$ cat config.mk
export PLATFORM = sky130hd
export DESIGN_NAME = clock12_ctrl
export DESIGN_NICKNAME = d
export VERILOG_FILES = /design/src/rtl/clock12_ctrl.sv
export SDC_FILE = /design/constraint.sdc
export NUM_CORES = 1
export LEC_CHECK = 0
export CAP_MARGIN = 20
export CORE_MARGIN = 5
export CORE_UTILIZATION = 50
export DETAILED_ROUTE_END_ITERATION = 6
export PLACE_DENSITY = 0.72
export SLEW_MARGIN = 20
export SYNTH_ARGS = -nofsm -noshare
export SYNTH_HDL_FRONTEND = slang
export SYNTH_SLANG_ARGS = --single-unit
$ cat constraint.sdc
create_clock -name clk -period 3.18 [get_ports clk]
set_input_delay 0.636 -clock clk [delete_from_list [all_inputs] [get_ports clk]]
set_output_delay 0.636 -clock clk [all_outputs]
set_load 0.05 [all_outputs]
$ cat src/rtl/clock12_ctrl.sv
// 12-hour clock controller: sec/min/hour chain, debounced mode/inc buttons, run/set FSM.
// Optional PM flag register enabled by defining CLK12_PM_FLAG_EN.
module clock12_ctrl #(
  parameter int unsigned DEBOUNCE_CYC = 4
) (
  input  logic       clk,
  input  logic       reset,
  input  logic       tick,
  input  logic       mode_btn,
  input  logic       inc_btn,
  output logic [5:0] sec,
  output logic [5:0] min,
  output logic [3:0] hour,
  output logic       pm,
  output logic [1:0] mode,
  output logic       blink
);

  typedef enum logic [1:0] {
    StRun    = 2'd0,
    StSetHr  = 2'd1,
    StSetMin = 2'd2,
    StBad    = 2'd3
  } state_e;

  localparam logic [7:0] DbLast = 8'(DEBOUNCE_CYC - 1);

  // Bit 0 is the mode button, bit 1 the increment button.
  logic [1:0] w_raw;
  logic [1:0] r_sync1;
  logic [1:0] r_sync2;
  logic [1:0] r_db;
  logic [1:0] r_ev;
  logic [7:0] r_cnt [2];

  assign w_raw = {inc_btn, mode_btn};

  always_ff @(posedge clk or negedge reset) begin
    if (!reset) begin
      r_sync1  <= '0;
      r_sync2  <= '0;
      r_db     <= '0;
      r_ev     <= '0;
      r_cnt[0] <= '0;
      r_cnt[1] <= '0;
    end else begin
      r_sync1 <= w_raw;
      r_sync2 <= r_sync1;
      for (int i = 0; i < 2; i++) begin
        r_ev[i] <= 1'b0;
        if (r_sync2[i] == r_db[i]) begin
          r_cnt[i] <= '0;
        end else if (r_cnt[i] == DbLast) begin
          r_cnt[i] <= '0;
          r_db[i]  <= r_sync2[i];
          // Event is registered alongside the accepted level; only rises count.
          r_ev[i]  <= r_sync2[i];
        end else begin
          r_cnt[i] <= r_cnt[i] + 8'd1;
        end
      end
    end
  end

  state_e     r_state;
  logic [5:0] r_sec;
  logic [5:0] r_min;
  logic [3:0] r_hour;
  logic       r_blink;
  logic       w_mode_ev;
  logic       w_inc_ev;

  assign w_mode_ev = r_ev[0];
  assign w_inc_ev  = r_ev[1];

  // A mode event pre-empts tick and inc in the same cycle.
  always_ff @(posedge clk or negedge reset) begin
    if (!reset) begin
      r_state <= StRun;
      r_sec   <= '0;
      r_min   <= '0;
      r_hour  <= '0;
      r_blink <= 1'b0;
    end else begin
      case (r_state)
        StRun: begin
          if (w_mode_ev) begin
            r_state <= StSetHr;
            r_sec   <= '0;
            r_blink <= 1'b0;
          end else if (tick) begin
            if (r_sec == 6'd59) begin
              r_sec <= '0;
              if (r_min == 6'd59) begin
                r_min  <= '0;
                r_hour <= (r_hour == 4'd11) ? 4'd0 : r_hour + 4'd1;
              end else begin
                r_min <= r_min + 6'd1;
              end
            end else begin
              r_sec <= r_sec + 6'd1;
            end
          end
        end
        StSetHr: begin
          if (w_mode_ev) begin
            r_state <= StSetMin;
            r_blink <= 1'b0;
          end else begin
            if (w_inc_ev) r_hour <= (r_hour == 4'd11) ? 4'd0 : r_hour + 4'd1;
            if (tick) r_blink <= ~r_blink;
          end
        end
        StSetMin: begin
          if (w_mode_ev) begin
            r_state <= StRun;
            r_blink <= 1'b0;
          end else begin
            if (w_inc_ev) r_min <= (r_min == 6'd59) ? 6'd0 : r_min + 6'd1;
            if (tick) r_blink <= ~r_blink;
          end
        end
        default: begin
          r_state <= StRun;
          r_blink <= 1'b0;
        end
      endcase
    end
  end

`ifdef CLK12_PM_FLAG_EN
  logic w_hr_wrap;
  logic r_pm;

  assign w_hr_wrap = (r_hour == 4'd11) && !w_mode_ev &&
                     (((r_state == StRun) && tick && (r_sec == 6'd59) && (r_min == 6'd59)) ||
                      ((r_state == StSetHr) && w_inc_ev));

  always_ff @(posedge clk or negedge reset) begin
    if (!reset) begin
      r_pm <= 1'b0;
    end else if (w_hr_wrap) begin
      r_pm <= ~r_pm;
    end
  end

  assign pm = r_pm;
`else
  assign pm = 1'b0;
`endif

  assign sec   = r_sec;
  assign min   = r_min;
  assign hour  = r_hour;
  assign mode  = r_state;
  assign blink = r_blink;

endmodule
* Word-level counts from Yosys, hierarchy flattened
Index checks and enable logic that the tools add are counted.
Operators by class: add/sub/neg operators 5, eq/ne operators 21, mux-type cells 34, bitwise operators 3, reduce and logical (&&, ||, !) cells 12
Operators with widths (count):
- two-way mux 6 bit | 9
- two-way mux 8 bit | 4
- two-way mux 4 bit | 7
- != test 2 bit, second input constant | 11
- adder 8 x 1 -> 8 bit, second input constant | 2
- equality test 8 x 2 -> 1 bit, second input constant | 2
- adder 6 x 1 -> 6 bit, second input constant | 2
- equality test 6 bit, second input constant | 2
- case mux 6 bit (2 select lines) | 1
- case mux 4 bit (2 select lines) | 1
- AND reduction 2 bit | 4
- two-way mux 1 bit | 7
- AND reduction 7 bit | 1
- two-way mux 2 bit | 3
- case mux 2 bit (3 select lines) | 1
- AND reduction 6 bit | 1
- nonzero test 2 bit | 3
- adder 4 x 1 -> 4 bit, second input constant | 1
- equality test 4 bit, second input constant | 1
- != test 3 x 1 -> 1 bit, second input constant | 1
- NOT 1 bit | 3
- AND reduction 3 bit | 1
- equality test 1 bit | 2
- equality test 2 x 1 -> 1 bit, second input constant | 1
- other kinds (4) | 4
Word-level totals: flip-flop bits (word level) 43, input port bits 5, word-level logic and storage cells 87

* Longest topological paths before layout
word-level depth 7, gate-level depth with buffers 8

* Worst setup path before layout
OpenSTA, ideal clock, no wires.
path kind register to register, from register r_min[0], in the netlist min[0], to register r_hour[2], in the netlist hour[2], arrival time 1.893 ns, data required time 3.052 ns, path slack 1.159 ns, stages on the path, launching flop included 6, clock period less this slack 2.021 ns, cell sequence dfrtp_1 ha_1 and4b_1 nand4_2 a211oi_2 mux2_1
On the way: longest elaborated chain between the ends 3
RTL lines:
- from (decl) | line 67 | logic [5:0] r_min;
- from (signal assigned) | line 98 | r_min <= r_min + 6'd1;
- from (signal assigned) | line 119 | if (w_inc_ev) r_min <= (r_min == 6'd59) ? 6'd0 : r_min + 6'd1;
- equality test 6 bit | line 94 | if (r_min == 6'd59) begin
- != test 2 bit (no source line)
- AND reduction 7 bit (no source line)
- to (signal assigned) | line 96 | r_hour <= (r_hour == 4'd11) ? 4'd0 : r_hour + 4'd1;
- to (signal assigned) | line 110 | if (w_inc_ev) r_hour <= (r_hour == 4'd11) ? 4'd0 : r_hour + 4'd1;
- to (decl) | line 68 | logic [3:0] r_hour;
Every way passes these cells. A chain may end at the register's enable or synchronous reset.

* Worst setup path in the final report
from register r_min[5], in the netlist min[5], to output port min[5]
RTL lines:
- to (decl) | line 12 | output logic [5:0] min,
No word-level cell between the ends.

==> impl_metrics.toml <==
[place]
dpl-instance-area_sq_mm = 0.00243
pre_cts_ws_ps = 889
place_hpwl_mm = 2.56
portBuffers = 23
routabilityCongestion = 0.761

[cts]
cts-resized-gates = 0
htreeDepth = 2
cts-hold-fix-buffers = 0
cts_buffers = 5
insertion_delay_ps = 300
cts.clk_slew.worst_paths_ps = 80
cts_tree = "built"
post_cts_buffers = 0
cts.sinks = 43
cts_root_buf = "clkbuf_8"
cts_max_path_buffers = 2

[synthesis]
synth_area_leaders = "dfrtp_1 (49%), ha_1 (5.2%), xor2_1 (4.4%)"
ys_ff_latch = 43
syn_area_sq_mm = 0.00218
synth_ff_type = "dfrtp_1"
seq_area_frac_synth_pct = 49.4
synth_top_area_cell = "dfrtp_1"
syn_avg_cell_area_sq_um = 11.0
yosys_warnings = 0
synth_edf_count = 0
syn-num-nets = 212
yosys.cell_types.count = 49
syn_inst = 198
synth_top_area_share_pct = 49.4
async_reset_ff_share_pct = 100

[critical_path]
end_kind = "output pin"
r2r-end = "sec[5]"
rr_startpoint = "mode[1]"
cp_cell_sequence = "clkdlybuf4s50_1"
critPathTopFamily = "buffers and inverters"
cp-start-kind = "flip-flop"
required_ps = 2540
crit_fanout = 5
critPathSlowestCell = "clkdlybuf4s50_1"
cp_num_cells = 1
critical_path_arrival_ps = 1630
crit_path_max_incr_delay_ps = 850
crit_end = "min[5]"
r2r_setup_slack_ps = 1160
cp_num_buf_inv = 1
worst-r2r-cell-count = 6
crit_start = "min[5]"
path_class = "reg -> out"

[status]
status = "finished, final reports clean"

[layout]
syn_to_final_growth_pct = 15.7
diodes = 0
fin_nets = 238
drive_gt1_share_pct = 11.1
mostFrequentLayoutCells = "dfrtp_1 (43), clkdlybuf4s50_1 (22), nor2_1 (19)"
fin_area_sq_mm = 0.00252
layout_commonest_cell = "dfrtp_1"

[timing]
maxSlewViolCount = 0
fin_crit_sh_pct = 71.3
hold_viol = 0
worst_slew_pin_slew_ps = 907
setup_violations = 0
fin_skew_ps = 7.94
rsz0062_at_grt = "no"
setup_slack_ps = 911
min_period_ps = 2270
slew_headroom_pct = 39.6
max_freq_ghz = 0.441
tns_ps = 0

[global_routing]
grt_pass1_wl_mm = 6.50
grt_max_degree = 44
grt.overflow.total = 0
grt_pass1_vias = 1392
antenna_found_initial = 0
grt_usage_pct = 13.6

[routing]
drt-pass1-iter-count = 4
vias_per_cell = 5.43
drc = 0
wl_mm = 3.67
vias = 1505
final_antenna_net_count = 0
wl_per_cell_microns = 13.2
drt_iter0_drc = 103

[pwr]
p_comb_share_pct = 42.2
p_seq_share_pct = 40.3
switching_share_pct = 42.1
p_leak_nw = 1.16
pwr_density_cell_mw_per_mm2 = 780
p_int_mw = 1.14
p_sw_uw = 827
clockPowerShare_pct = 17.5
vdd_ir_drop_max_v = 0.000311

[floorplan]
fp.dieH_microns = 76.0
io_pins = 25
die_w_microns = 76.0
die-area_sq_mm = 0.00577
core_area_sq_mm = 0.00429
rows = 24
initial_core_util_pct = 50.7

[worst_hold_path]
worstHoldPathType = "reg -> reg"

[job]
drv_cap = 0
[logic make-up (layout without fill, tap and decap cells)]
family | Yosys count | count (layout) | share of synthesized area, %
buf+inv | 12 | 39 | 2.93
mux | 10 | 10 | 5.57
fa+ha+maj | 9 | 9 | 5.17
simple gates | 78 | 78 | 19.8
flops | 43 | 43 | 49.4
compound gates | 31 | 31 | 11.3
other cells | 1 | 1 | 0.172
xor+xnor | 14 | 14 | 5.63
[stage by stage]
stage / hold WS [ps] / utilization [%] / power [mW] / instances
after floorplan: 331 / - / 1.40 / 198
after global placement: 331 / 56.7 / 1.62 / 269
after detailed placement: 346 / 56.7 / 1.64 / 269
after CTS: 362 / 58.7 / 1.99 / 277
after global routing: 379 / 58.7 / 2.09 / 277
final: 353 / 58.7 / 1.96 / 277
[routing by layer]
layer / vias up / part of all wire (%) / GRT usage [%]
met3: 10 / 4.4 / 4.49
met5: - / 0 / 0
met1: 724 / 47 / 17.6
met4: 0 / 2.7 / 6.23
met2: 23 / 46 / 20.7
li1: 748 / - / -
[area by class of cell]
class                           count  area [sq um]
Sequential cell                    43          1080
Fill cell                         384          1780
Clock inverter                      2          12.5
Timing Repair Buffer               23           225
Inverter                            8          30.0
Multi-Input combinational cell    143          1040
Clock buffer                        6          72.6
Tap cell                           52          65.1
[worst register-to-register path, stage by stage (launching register included)]
cell and delay, ps:
dfrtp_1 410, inv_1 130, ha_1 440, o21ai_2 240
or4_1 520, a21oi_1 140, a21o_1 90
[synthesized netlist by cell type (all sizes together) (2+ instances only)]
library cell	number
and4b	2
and2	2
mux2i	2
buf	4
ha	9
o31ai	2
a21o	3
a31oi	3
o21ai	6
dfrtp	43
nor2b	3
or3	3
o211a	2
nand3	16
and3	8
nor3b	3
nor2	19
nor3	3
inv	8
mux2	8
a21oi	7
xnor2	3
xor2	11
nand2	12
[worst min-delay path by stage]
stage	start	slack (ps)	cells after the start	endpoint
after CTS	r_sync1[0]	360	0	r_sync2[0]
after detailed placement	r_sync1[1]	350	0	r_sync2[1]
final	r_sync1[0]	350	0	r_sync2[0]
after global routing	r_sync1[0]	380	0	r_sync2[0]
after floorplan	r_sync1[0]	330	0	r_sync2[0]
after global placement	r_sync1[1]	330	0	r_sync2[1]
[state kept, by name (all words and copies together) (netlist names)]
register and flops:
blink 1, hour 4, min 6, mode 2, r_cnt 16, r_db 2
r_ev 2, r_sync1 2, r_sync2 2, sec 6
[power groups by stage]
stage,Combinational [mW],Clock (mW),Sequential (mW)
6_report,0.829,0.344,0.792
3_5_place_dp,0.835,0,0.804
5_1_grt,0.898,0.373,0.817
2_1_floorplan,0.378,0,1.02
4_1_cts,0.839,0.357,0.793
3_3_place_gp,0.818,0,0.801
No activity file was read; power rests on OpenSTA's default activity.
